**config.mk**
```make
export PLATFORM = sky130hd
export DESIGN_NAME = if_fetch_ctrl
export DESIGN_NICKNAME = d
export VERILOG_FILES = /design/src/rtl/if_fetch_ctrl.sv
export SDC_FILE = /design/constraint.sdc
export NUM_CORES = 1
export LEC_CHECK = 0
export ABC_AREA = 1
export BUFFER_PORTS_ARGS = -buffer_cell sky130_fd_sc_hd__buf_4
export CORE_ASPECT_RATIO = 1.75
export CORE_MARGIN = 1.5
export CORE_UTILIZATION = 54
export CTS_CLUSTER_SIZE = 28
export DETAILED_ROUTE_END_ITERATION = 8
export GPL_ROUTABILITY_DRIVEN = 0
export PLACE_DENSITY = 0.85
export RECOVER_POWER = 100
export SYNTH_ARGS = -nofsm -noshare
export SYNTH_HDL_FRONTEND = slang
export SYNTH_SLANG_ARGS = --single-unit
```
**constraint.sdc**
```tcl
create_clock -name clk -period 4.3 [get_ports clk]
set_clock_uncertainty 0.1 [all_clocks]
set_input_delay 0.215 -clock clk [delete_from_list [all_inputs] [get_ports clk]]
set_output_delay 0.215 -clock clk [all_outputs]
set_load 0.02 [all_outputs]
```
**src/rtl/if_fetch_ctrl.sv**
```systemverilog
// Instruction-fetch sequencer: owns the fetch PC, drives the memory request/grant/response
// handshake, presents one instruction to IF/ID and arbitrates ID/EX branch redirects.
module if_fetch_ctrl #(
  parameter int                 ADDR_W   = 32,
  parameter int                 INST_W   = 32,
  parameter logic [ADDR_W-1:0]  RESET_PC = '0
) (
  input  logic              clk,
  input  logic              rst,
  input  logic              if_stall_i,
  input  logic              id_b_flag_i,
  input  logic [ADDR_W-1:0] id_b_target_i,
  input  logic              ex_b_flag_i,
  input  logic [ADDR_W-1:0] ex_b_target_i,
  output logic              mem_req_o,
  output logic [ADDR_W-1:0] mem_addr_o,
  input  logic              mem_gnt_i,
  input  logic              mem_rvalid_i,
  input  logic [INST_W-1:0] mem_rdata_i,
  output logic              inst_valid_o,
  output logic [INST_W-1:0] inst_o,
  output logic [ADDR_W-1:0] inst_pc_o,
  output logic              flush_if_id_o,
  output logic              flush_id_ex_o,
  output logic              stall_req_o
);

  localparam logic [2:0] IDLE  = 3'd0;
  localparam logic [2:0] FETCH = 3'd1;
  localparam logic [2:0] WAIT  = 3'd2;
  localparam logic [2:0] HOLD  = 3'd3;
  localparam logic [2:0] DROP  = 3'd4;

  logic [2:0]        state_reg, state_next;
  logic [ADDR_W-1:0] pc_reg, pc_next;
  logic              inst_valid_reg, inst_valid_next;
  logic [INST_W-1:0] inst_reg, inst_next;
  logic [ADDR_W-1:0] inst_pc_reg, inst_pc_next;
  logic              mem_req_reg;
  logic              flush_if_id_reg, flush_id_ex_reg;
  logic              stall_req_reg;

  logic              redirect;
  logic              ex_redirect;
  logic [ADDR_W-1:0] redirect_target;

  // EX is the older instruction, so its redirect wins over ID's.
  assign redirect        = (state_reg != IDLE) && (ex_b_flag_i || id_b_flag_i);
  assign ex_redirect     = (state_reg != IDLE) && ex_b_flag_i;
  assign redirect_target = ex_b_flag_i ? ex_b_target_i : id_b_target_i;

  always_comb begin
    state_next      = state_reg;
    pc_next         = pc_reg;
    inst_valid_next = inst_valid_reg;
    inst_next       = inst_reg;
    inst_pc_next    = inst_pc_reg;
    case (state_reg)
      IDLE: state_next = FETCH;
      FETCH: begin
        if (redirect) begin
          pc_next    = redirect_target;
          // A grant in the redirect cycle leaves a stale response still owed.
          state_next = mem_gnt_i ? DROP : FETCH;
        end else if (mem_gnt_i) begin
          state_next = WAIT;
        end
      end
      WAIT: begin
        if (redirect) begin
          pc_next    = redirect_target;
          state_next = mem_rvalid_i ? FETCH : DROP;
        end else if (mem_rvalid_i) begin
          inst_next       = mem_rdata_i;
          inst_pc_next    = pc_reg;
          inst_valid_next = 1'b1;
          state_next      = HOLD;
        end
      end
      HOLD: begin
        if (redirect) begin
          pc_next         = redirect_target;
          inst_valid_next = 1'b0;
          state_next      = FETCH;
        end else if (!if_stall_i) begin
          pc_next         = pc_reg + ADDR_W'(4);
          inst_valid_next = 1'b0;
          state_next      = FETCH;
        end
      end
      DROP: begin
        if (redirect) pc_next = redirect_target;
        if (mem_rvalid_i) state_next = FETCH;
      end
      default: state_next = IDLE;
    endcase
  end

  always_ff @(posedge clk or posedge rst) begin
    if (rst) begin
      state_reg       <= IDLE;
      pc_reg          <= RESET_PC;
      inst_valid_reg  <= 1'b0;
      inst_reg        <= '0;
      inst_pc_reg     <= '0;
      mem_req_reg     <= 1'b0;
      flush_if_id_reg <= 1'b0;
      flush_id_ex_reg <= 1'b0;
      stall_req_reg   <= 1'b1;
    end else begin
      state_reg       <= state_next;
      pc_reg          <= pc_next;
      inst_valid_reg  <= inst_valid_next;
      inst_reg        <= inst_next;
      inst_pc_reg     <= inst_pc_next;
      mem_req_reg     <= (state_next == FETCH);
      flush_if_id_reg <= redirect;
      flush_id_ex_reg <= ex_redirect;
      stall_req_reg   <= ~inst_valid_next;
    end
  end

  assign mem_req_o     = mem_req_reg;
  assign mem_addr_o    = pc_reg;
  assign inst_valid_o  = inst_valid_reg;
  assign inst_o        = inst_reg;
  assign inst_pc_o     = inst_pc_reg;
  assign flush_if_id_o = flush_if_id_reg;
  assign flush_id_ex_o = flush_id_ex_reg;
  assign stall_req_o   = stall_req_reg;

endmodule
```
**Word level (Yosys, flattened, before mapping)**

Cells that the tools add are included.
W data, S select, Z words.

- Reduce and logical (&&, ||, !) cells: 9
- Muxes and demuxes: 20
- Equal/unequal tests: 7
- $add $sub $neg: 1
- Bitwise operators: 2

Operators with widths:

| operator | count |
|---|---|
| $mux W32 | 4 |
| $pmux W32 S2 | 1 |
| $add A32 B3 Y32 const B | 1 |
| $mux W3 | 9 |
| $pmux W3 S5 | 1 |
| $eq A3 B1 Y1 const B | 2 |
| $eq A3 B2 Y1 const B | 2 |
| $reduce_and A3 Y1 | 2 |
| $mux W1 | 4 |
| $eq A3 B3 Y1 const B | 1 |
| $logic_not A3 Y1 | 1 |
| $ne A3 B3 Y1 const B | 1 |
| $reduce_bool A3 Y1 | 1 |
| $reduce_or A3 Y1 | 1 |
| $logic_and A1 B1 Y1 | 2 |
| $ne A2 B1 Y1 const B | 1 |
| $not A1 Y1 | 2 |
| $pmux W1 S2 | 1 |
| $reduce_bool A2 Y1 | 1 |
| $logic_or A1 B1 Y1 | 1 |

- Word-level logic and storage cells: 48
- Register bits after elaboration: 104

**Logic depth before layout (Yosys ltp)**

Gate-level depths: netlist of run 1.

- Word-level depth: 5
- Depth in mapped cells: 12

**Worst setup path after synthesis of run 1**

No wires, ideal clock.

- Path type: reg-to-reg
- Start: reg pc_reg[3], in the netlist mem_addr_o[3]
- End: reg pc_reg[22], in the netlist mem_addr_o[22]
- Period minus slack after synthesis: 1.768 ns
- Path buffers: 0
- Required time: 4.087 ns
- Cell stages (with the launch flop): 11
- Library setup time: 0.113 ns
- Arrival time: 1.555 ns
- Setup slack: 2.532 ns
- Cells stage by stage: dfrtp_1 ha_1 nand2_1 nor2_1 nand3_1 nor2_1 nand2_1 nand2_1 nand3_1 nand2_1 inv_1

- Word-level cells in the longest chain between the ends: 4

RTL lines:

| what | line | source |
|---|---|---|
| start, declared | 35 | `logic [ADDR_W-1:0] pc_reg, pc_next;` |
| start signal, assigned | 112 | `pc_reg <= pc_next;` |
| $add A32 B3 Y32 | 86 | `pc_next = pc_reg + ADDR_W'(4);` |
| $mux W32 | 85 | `end else if (!if_stall_i) begin` |
| $mux W32 | 81 | `if (redirect) begin` |
| $pmux W32 S2 | 58 | `case (state_reg)` |

No other way between the ends. The select of a mux whose other input is x is not followed.
A chain may end at the register's enable or synchronous reset.

**Worst setup path after layout of run 1**

- Start: in ex_b_flag_i
- End: reg pc_reg[14], in the netlist mem_addr_o[14]

- Word-level cells in the longest chain between the ends: 4

RTL lines:

| what | line | source |
|---|---|---|
| start, declared | 13 | `input logic ex_b_flag_i,` |
| $logic_or A1 B1 Y1 | 48 | `assign redirect = (state_reg != IDLE) && (ex_b_flag_i \|\| id_b_flag_i);` |
| $logic_and A1 B1 Y1 | 48 |  |
| $ne A3 B3 Y1 (no line), or another cell as far along | - |  |
| $reduce_and A3 Y1 (no line) / $pmux W32 S2 (equally long branches) | - |  |

Several ways; a longest one is shown, not always the timed one. The select of a mux whose other input is x is not followed.

==> results.py, run 1 <==
metrics = {
    "clocking": {
        "holdBufCountCts": 31,
        "cts.sink_count": 104,
        "h-tree-depth": 3,
        "cts_tree": "done",
        "post_cts_buffers": 0,
        "numCtsBuffers": 9,
        "ctsResizeCount": 0,
        "clockBufferDepth": 2,
        "cts_root_buffer": "clkbuf_16",
        "worstSkewPairLatency_ns": 0.35,
        "cts.clk_slew.worst_paths_ns": 0.07,
    },
    "cells_and_area": {
        "layoutNonFillerInstCount": 1102,
        "insertedDiodeCount": 0,
        "fill_cells": 873,
        "fin_util_pct": 73.01,
        "syn2layout_area_growth_pct": 31.86,
        "fin_area_sq_um": 7147,
        "nets": 1077,
        "drive_gt1_share_pct": 13.51,
    },
    "routing": {
        "via_per_inst": 5.343,
        "drcViolationCount": 0,
        "num_vias": 5888,
        "antenna_left": 0,
        "initialDrtViolationCount": 426,
        "wl_per_cell_microns": 15.83,
        "totalWireLength_microns": 17450,
        "detail_route.first_pass.iterations": 5,
    },
    "global_routing": {
        "grt_pass1_vias": 5773,
        "track_usage_pct": 33.09,
        "antenna_found_initial": 0,
        "grt_overflow": 0,
        "grt_pass1_wl_microns": 27170,
        "grt_max_degree": 79,
    },
    "placed_design": {
        "placed_cell_area_sq_um": 6964,
        "io_buffers": 203,
        "dp_cells": 1056,
        "dp_hpwl_microns": 11820,
    },
    "worst_setup_path": {
        "worstReg2RegStart": "state_reg[2]",
        "crit_family": "buffers and inverters",
        "rrSetupSlack_ns": 1.63,
        "reg2reg_to": "inst_pc_o[15]",
        "startpoint_type": "input port",
        "crit_arrival_ns": 3.26,
        "crit_required_ns": 4.47,
        "crit_slowest_cell": "clkbuf_1",
        "cp-end-kind": "flop",
        "crit_chain": "clkbuf_1 -> nor2_2 -> inv_1 -> nand2_1 -> nand3_1 -> inv_1 -> nor2_2 -> buf_4 -> nand2_1 -> o21ai_0",
        "crit_buf_inv": 4,
        "critPathMaxStageDelay_ns": 1.11,
        "path_class": "input port to flop",
        "cp_max_fo": 34,
        "r2r_cells": 10,
    },
    "timing": {
        "fin_crit_sh_pct": 71.84,
        "worst-slew-pin-transition_ns": 2.897,
        "setup_viol": 0,
        "drv_slew": 114,
        "finalHoldViolations": 0,
        "period_minus_slack_ns": 3.089,
        "fmax_mhz": 323.7,
        "fin_setup_tns_ns": 0,
        "rsz0062_at_grt": "false",
        "max_slew_margin_pct": -93.12,
    },
    "floorplanning": {
        "die_area_sq_um": 10670,
        "core_sq_um": 9789,
        "die_x_microns": 78.74,
        "rows": 48,
        "initial_core_util_pct": 55.37,
        "io_pins": 204,
        "die_h_microns": 135.5,
    },
    "job": {
        "cap_violations": 2,
    },
    "logic_synthesis": {
        "synth_edf_count": 0,
        "netlist_instances": 756,
        "yosys.area.top_type": "dfrtp_1",
        "synth_fp_nets": 860,
        "yosys_most_used_dff": "dfrtp_1",
        "synth_top_area_share_pct": 47.55,
        "ys_ff_latch": 104,
        "synthArstFlopShare_pct": 100.0,
        "synth.distinct_cells": 34,
        "yosys_warnings": 0,
        "synth_top_cells_by_area": "dfrtp_1, nand2_1, nor2_1, nand3_1, o21ai_0",
        "synth_area_sq_um": 5420,
        "synth.avg_cell_area_sq_um": 7.170,
        "ys_seq_area_share_pct": 48.04,
    },
    "hold_path": {
        "hold_end": "inst_o[15]",
        "min-delay-start": "mem_rdata_i[15]",
        "hp-class": "input port to flop",
        "min_path_cells": 3,
    },
    "power": {
        "power.density_nw_per_um2": 699.7,
        "leakage_nw": 3.621,
        "power_mw": 5.001,
        "ir_worst_vdd_uv": 703.0,
    },
    "outcome": {
        "status": "finished with violations",
        "violations": "capacitance limit, slew limit",
    },
}
==> worst reg2reg max path, cell delays in order, from the launching register on <==
cell and delay (ns):
dfrtp_1 0.42, inv_1 0.13, nand3_2 0.12, inv_2 0.08, nand2_1 0.09, nor2_4 0.09
buf_4 0.39, inv_2 0.52, buf_4 0.40, nand2_1 0.07, o21ai_0 0.09
==> routing by layer <==
metal | routed length (microns) | GRT usage [%] | vias up
li1 | - | - | 2812
met3 | 1214 | 5.455 | 77
met1 | 6254 | 36.99 | 2716
met4 | 929 | 18.25 | 0
met5 | 0 | 0 | -
met2 | 9049 | 58.86 | 283
==> synth_stat cells, types with 4 or more instances <==
cell	n
nor2_2	4
nor2_1	85
a21oi_1	12
buf_2	16
nand3_1	63
inv_1	48
clkbuf_1	10
nand2_1	306
dfrtp_1	103
inv_2	7
o21ai_0	42
o21ai_1	25
==> area by class of cell <==
class,instances,area (sq um),share of cell area (%)
clock buffers,9,225.2,3.151
clock inverters,6,52.55,0.7353
inverters,55,206.4,2.889
multi-input cells,565,2424,33.91
flip-flops and latches,104,2604,36.43
well taps,125,156.4,2.188
repair buffers,238,1479,20.69
==> kinds of logic (layout without fill, tap and decap cells) <==
logic type | Yosys count | after routing | synth area share [%]
fa+ha+maj | 1 | 1 | 0.2308
compound gates | 86 | 86 | 8.241
mux | 3 | 3 | 0.5540
flops | 104 | 104 | 48.04
simple gates | 471 | 471 | 35.27
buf+inv | 87 | 308 | 7.018
xor+xnor | 4 | 4 | 0.6465
==> stage by stage <==
stage / hold WS (ns) / worst slack (ns)
floorplan: 0.2318 / 1.254
detailed placement: 0.3205 / 1.647
CTS: 0.0002990 / 1.590
global route: 0.004219 / 0.7069
finish: 0.006375 / 1.211
global placement: 0.3161 / 1.705
==> cells in the final DEF (no fill, tap or decap), types with 3 or more instances in the layout <==
cell type / count
o21ai_0: 60
dlygate4sd3_1: 31
inv_1: 51
clkbuf_1: 102
clkbuf_16: 9
o21ai_1: 7
inv_2: 4
mux2i_1: 3
nor2_1: 86
buf_4: 103
nand3_1: 64
xor2_1: 3
dfrtp_1: 103
a21oi_1: 12
nand2_1: 308
==> worst max-delay path by stage <==
stage | depth (start not counted) | slack [ns] | to | from
6_report | 10 | 1.21 | mem_addr_o[14] | ex_b_flag_i
5_1_grt | 3 | 0.71 | inst_o[13] | rst
4_1_cts | 10 | 1.59 | inst_pc_o[15] | state_reg[0]
3_5_place_dp | 10 | 1.65 | inst_pc_o[15] | state_reg[0]
3_3_place_gp | 10 | 1.71 | inst_pc_o[15] | state_reg[0]
2_1_floorplan | 1 | 1.25 | flush_id_ex_o | rst
==> where the power goes <==
part           total (mW)  leakage, nW  switching (mW)  internal (mW)
combinational        2.47         2.15            1.76          0.710
clock               0.788        0.130           0.389          0.399
sequential           1.75         1.34           0.369           1.38
Note: power is estimated with default switching activity, not from simulation.
==> run 2, diff against run 1 <==
--- a/config.mk
+++ b/config.mk
@@ -9,11 +9,11 @@
 export BUFFER_PORTS_ARGS = -buffer_cell sky130_fd_sc_hd__buf_4
 export CORE_ASPECT_RATIO = 1.75
 export CORE_MARGIN = 1.5
-export CORE_UTILIZATION = 54
+export CORE_UTILIZATION = 50
 export CTS_CLUSTER_SIZE = 28
 export DETAILED_ROUTE_END_ITERATION = 8
 export GPL_ROUTABILITY_DRIVEN = 0
-export PLACE_DENSITY = 0.85
+export PLACE_DENSITY = 0.79
 export RECOVER_POWER = 100
 export SYNTH_ARGS = -nofsm -noshare
 export SYNTH_HDL_FRONTEND = slang
==> constraint.sdc (replaced) <==
create_clock -name clk -period 3.1 [get_ports clk]
set_clock_uncertainty 0.1 [all_clocks]
set_input_delay 0.155 -clock clk [delete_from_list [all_inputs] [get_ports clk]]
set_output_delay 0.155 -clock clk [all_outputs]
set_load 0.02 [all_outputs]
==> results.py, run 2 (synthesis gave the netlist of run 1 again) <==
metrics = {
    "clocking": {
        "cts_tree": "done",
        "cts.sink_count": 104,
        "post_cts_buffers": 0,
        "cts.clk_slew.worst_paths_ns": 0.07,
        "h-tree-depth": 3,
        "numCtsBuffers": 9,
        "clockBufferDepth": 2,
        "cts_root_buffer": "clkbuf_16",
        "worstSkewPairLatency_ns": 0.35,
    },
    "timing": {
        "worst-slew-pin-transition_ns": 1.371,
        "hold_slack_ns": -0.003768,
        "setup_viol": 0,
        "finalHoldViolations": 1,
        "fmax_mhz": 427.6,
        "fin_crit_sh_pct": 75.44,
        "max_slew_margin_pct": 8.464,
        "drv_slew": 0,
        "fin_setup_tns_ns": 0,
        "rsz0062_at_grt": "false",
        "period_minus_slack_ns": 2.339,
    },
    "worst_setup_path": {
        "crit_arrival_ns": 2.47,
        "crit_required_ns": 3.23,
        "path_class": "flop to flop",
        "cp-end-kind": "flop",
        "startpoint_type": "flop",
        "cp_max_fo": 9,
    },
    "routing": {
        "antenna_left": 0,
        "initialDrtViolationCount": 459,
        "wl_per_cell_microns": 15.59,
        "totalWireLength_microns": 17380,
        "drcViolationCount": 0,
        "detail_route.first_pass.iterations": 5,
        "via_per_inst": 5.227,
        "num_vias": 5828,
    },
    "outcome": {
        "violations": "hold timing",
        "status": "finished with violations",
    },
    "cells_and_area": {
        "syn2layout_area_growth_pct": 33.33,
        "layout_common_cells": "nand2_1, clkbuf_1, buf_4",
        "drive_gt1_share_pct": 13.52,
        "layoutNonFillerInstCount": 1115,
        "final_common_cell": "nand2_1",
        "nets": 1083,
    },
    "power": {
        "power.density_nw_per_um2": 969.8,
        "ir_worst_vdd_uv": 932.3,
        "leakage_nw": 3.662,
    },
    "floorplanning": {
        "io_pins": 204,
        "core_sq_um": 10640,
        "initial_core_util_pct": 50.96,
        "die_x_microns": 81.71,
        "die_area_sq_um": 11500,
        "die_h_microns": 140.7,
        "rows": 50,
    },
    "global_routing": {
        "grt_overflow": 0,
        "grt_pass1_wl_microns": 27250,
        "grt_max_degree": 64,
        "antenna_found_initial": 1,
        "grt_pass1_vias": 5461,
        "track_usage_pct": 31.15,
    },
    "placed_design": {
        "dp_hpwl_microns": 12230,
        "dp_cells": 1064,
        "io_buffers": 203,
    },
    "job": {
        "cap_violations": 0,
    },
    "hold_path": {
        "hp-class": "input port to flop",
    },
}
==> run 2: final timing paths <==
| path | cells after the start | slack (ns) | to | start |
|---|---|---|---|---|
| max | 9 | 0.76 | mem_addr_o[6] | state_reg[1] |
| min | 3 | -0.004 | state_reg[2] | mem_gnt_i |
| max reg2reg | 9 | 0.76 | mem_addr_o[6] | state_reg[1] |
| min reg2reg | 1 | 0.37 | stall_req_o | inst_valid_o |
| max in group asynchronous | 4 | 1.29 | stall_req_o | rst |
| min in group asynchronous | 3 | 0.66 | inst_o[28] | rst |
==> run 2: through the flow <==
| stage | power [mW] | utilization, % | hold slack, ns | setup slack (ns) | cell area (sq um) |
|---|---|---|---|---|---|
| floorplan | 4.793 | - | 0.1718 | 0.1145 | 5420 |
| global placement | 6.208 | 65.82 | 0.2571 | 0.8852 | 7000 |
| detailed placement | 6.281 | 65.82 | 0.2619 | 0.8516 | 7000 |
| CTS | 7.475 | 71.84 | 0.005208 | 0.8189 | 7640 |
| global route | 7.521 | 67.95 | 0.01798 | 0.5393 | 7227 |
| finish | 7.009 | 67.95 | -0.003768 | 0.7614 | 7227 |
==> run 2: repair_timing <==
action                                 in CTS  in global routing
hold buffers                               34                  0
resized for setup                           0                  0
endpoints found under the hold margin      95                  0
==> run 2: per-layer routing <==
layer	share of wire (%)	GRT usage, %	wire length (microns)	vias up
met1	38	37.12	6678	2674
met4	3.2	13.38	556	0
met3	6.9	5.566	1192	46
met2	52	53.76	8956	264
met5	0	0	0	-
li1	-	-	-	2844
==> run 2: critical path: stages (launching register included) <==
cell and delay, ns:
dfrtp_1 0.42, nor2_1 0.19, nand2_1 0.13, nand2_1 0.19, inv_1 0.13, nor2_4 0.28
clkbuf_1 0.37, o21ai_0 0.16, a21oi_1 0.18, nor2_1 0.05
==> run 2: cell type report <==
type | count | area [sq um]
multi-input combinational | 565 | 2411
tap | 130 | 162.7
inverter | 55 | 206.4
clock buffer | 11 | 232.7
timing repair buffer | 244 | 1541
antenna | 1 | 2.502
clock inverter | 5 | 66.31
sequential | 104 | 2604
fill | 981 | 3408
==> run 2: where the power goes <==
part	total, mW	internal, mW	switching (mW)
registers	2.44	1.91	0.526
clock network	1.14	0.635	0.503
logic	3.43	1.00	2.43
total	7.01	3.55	3.46
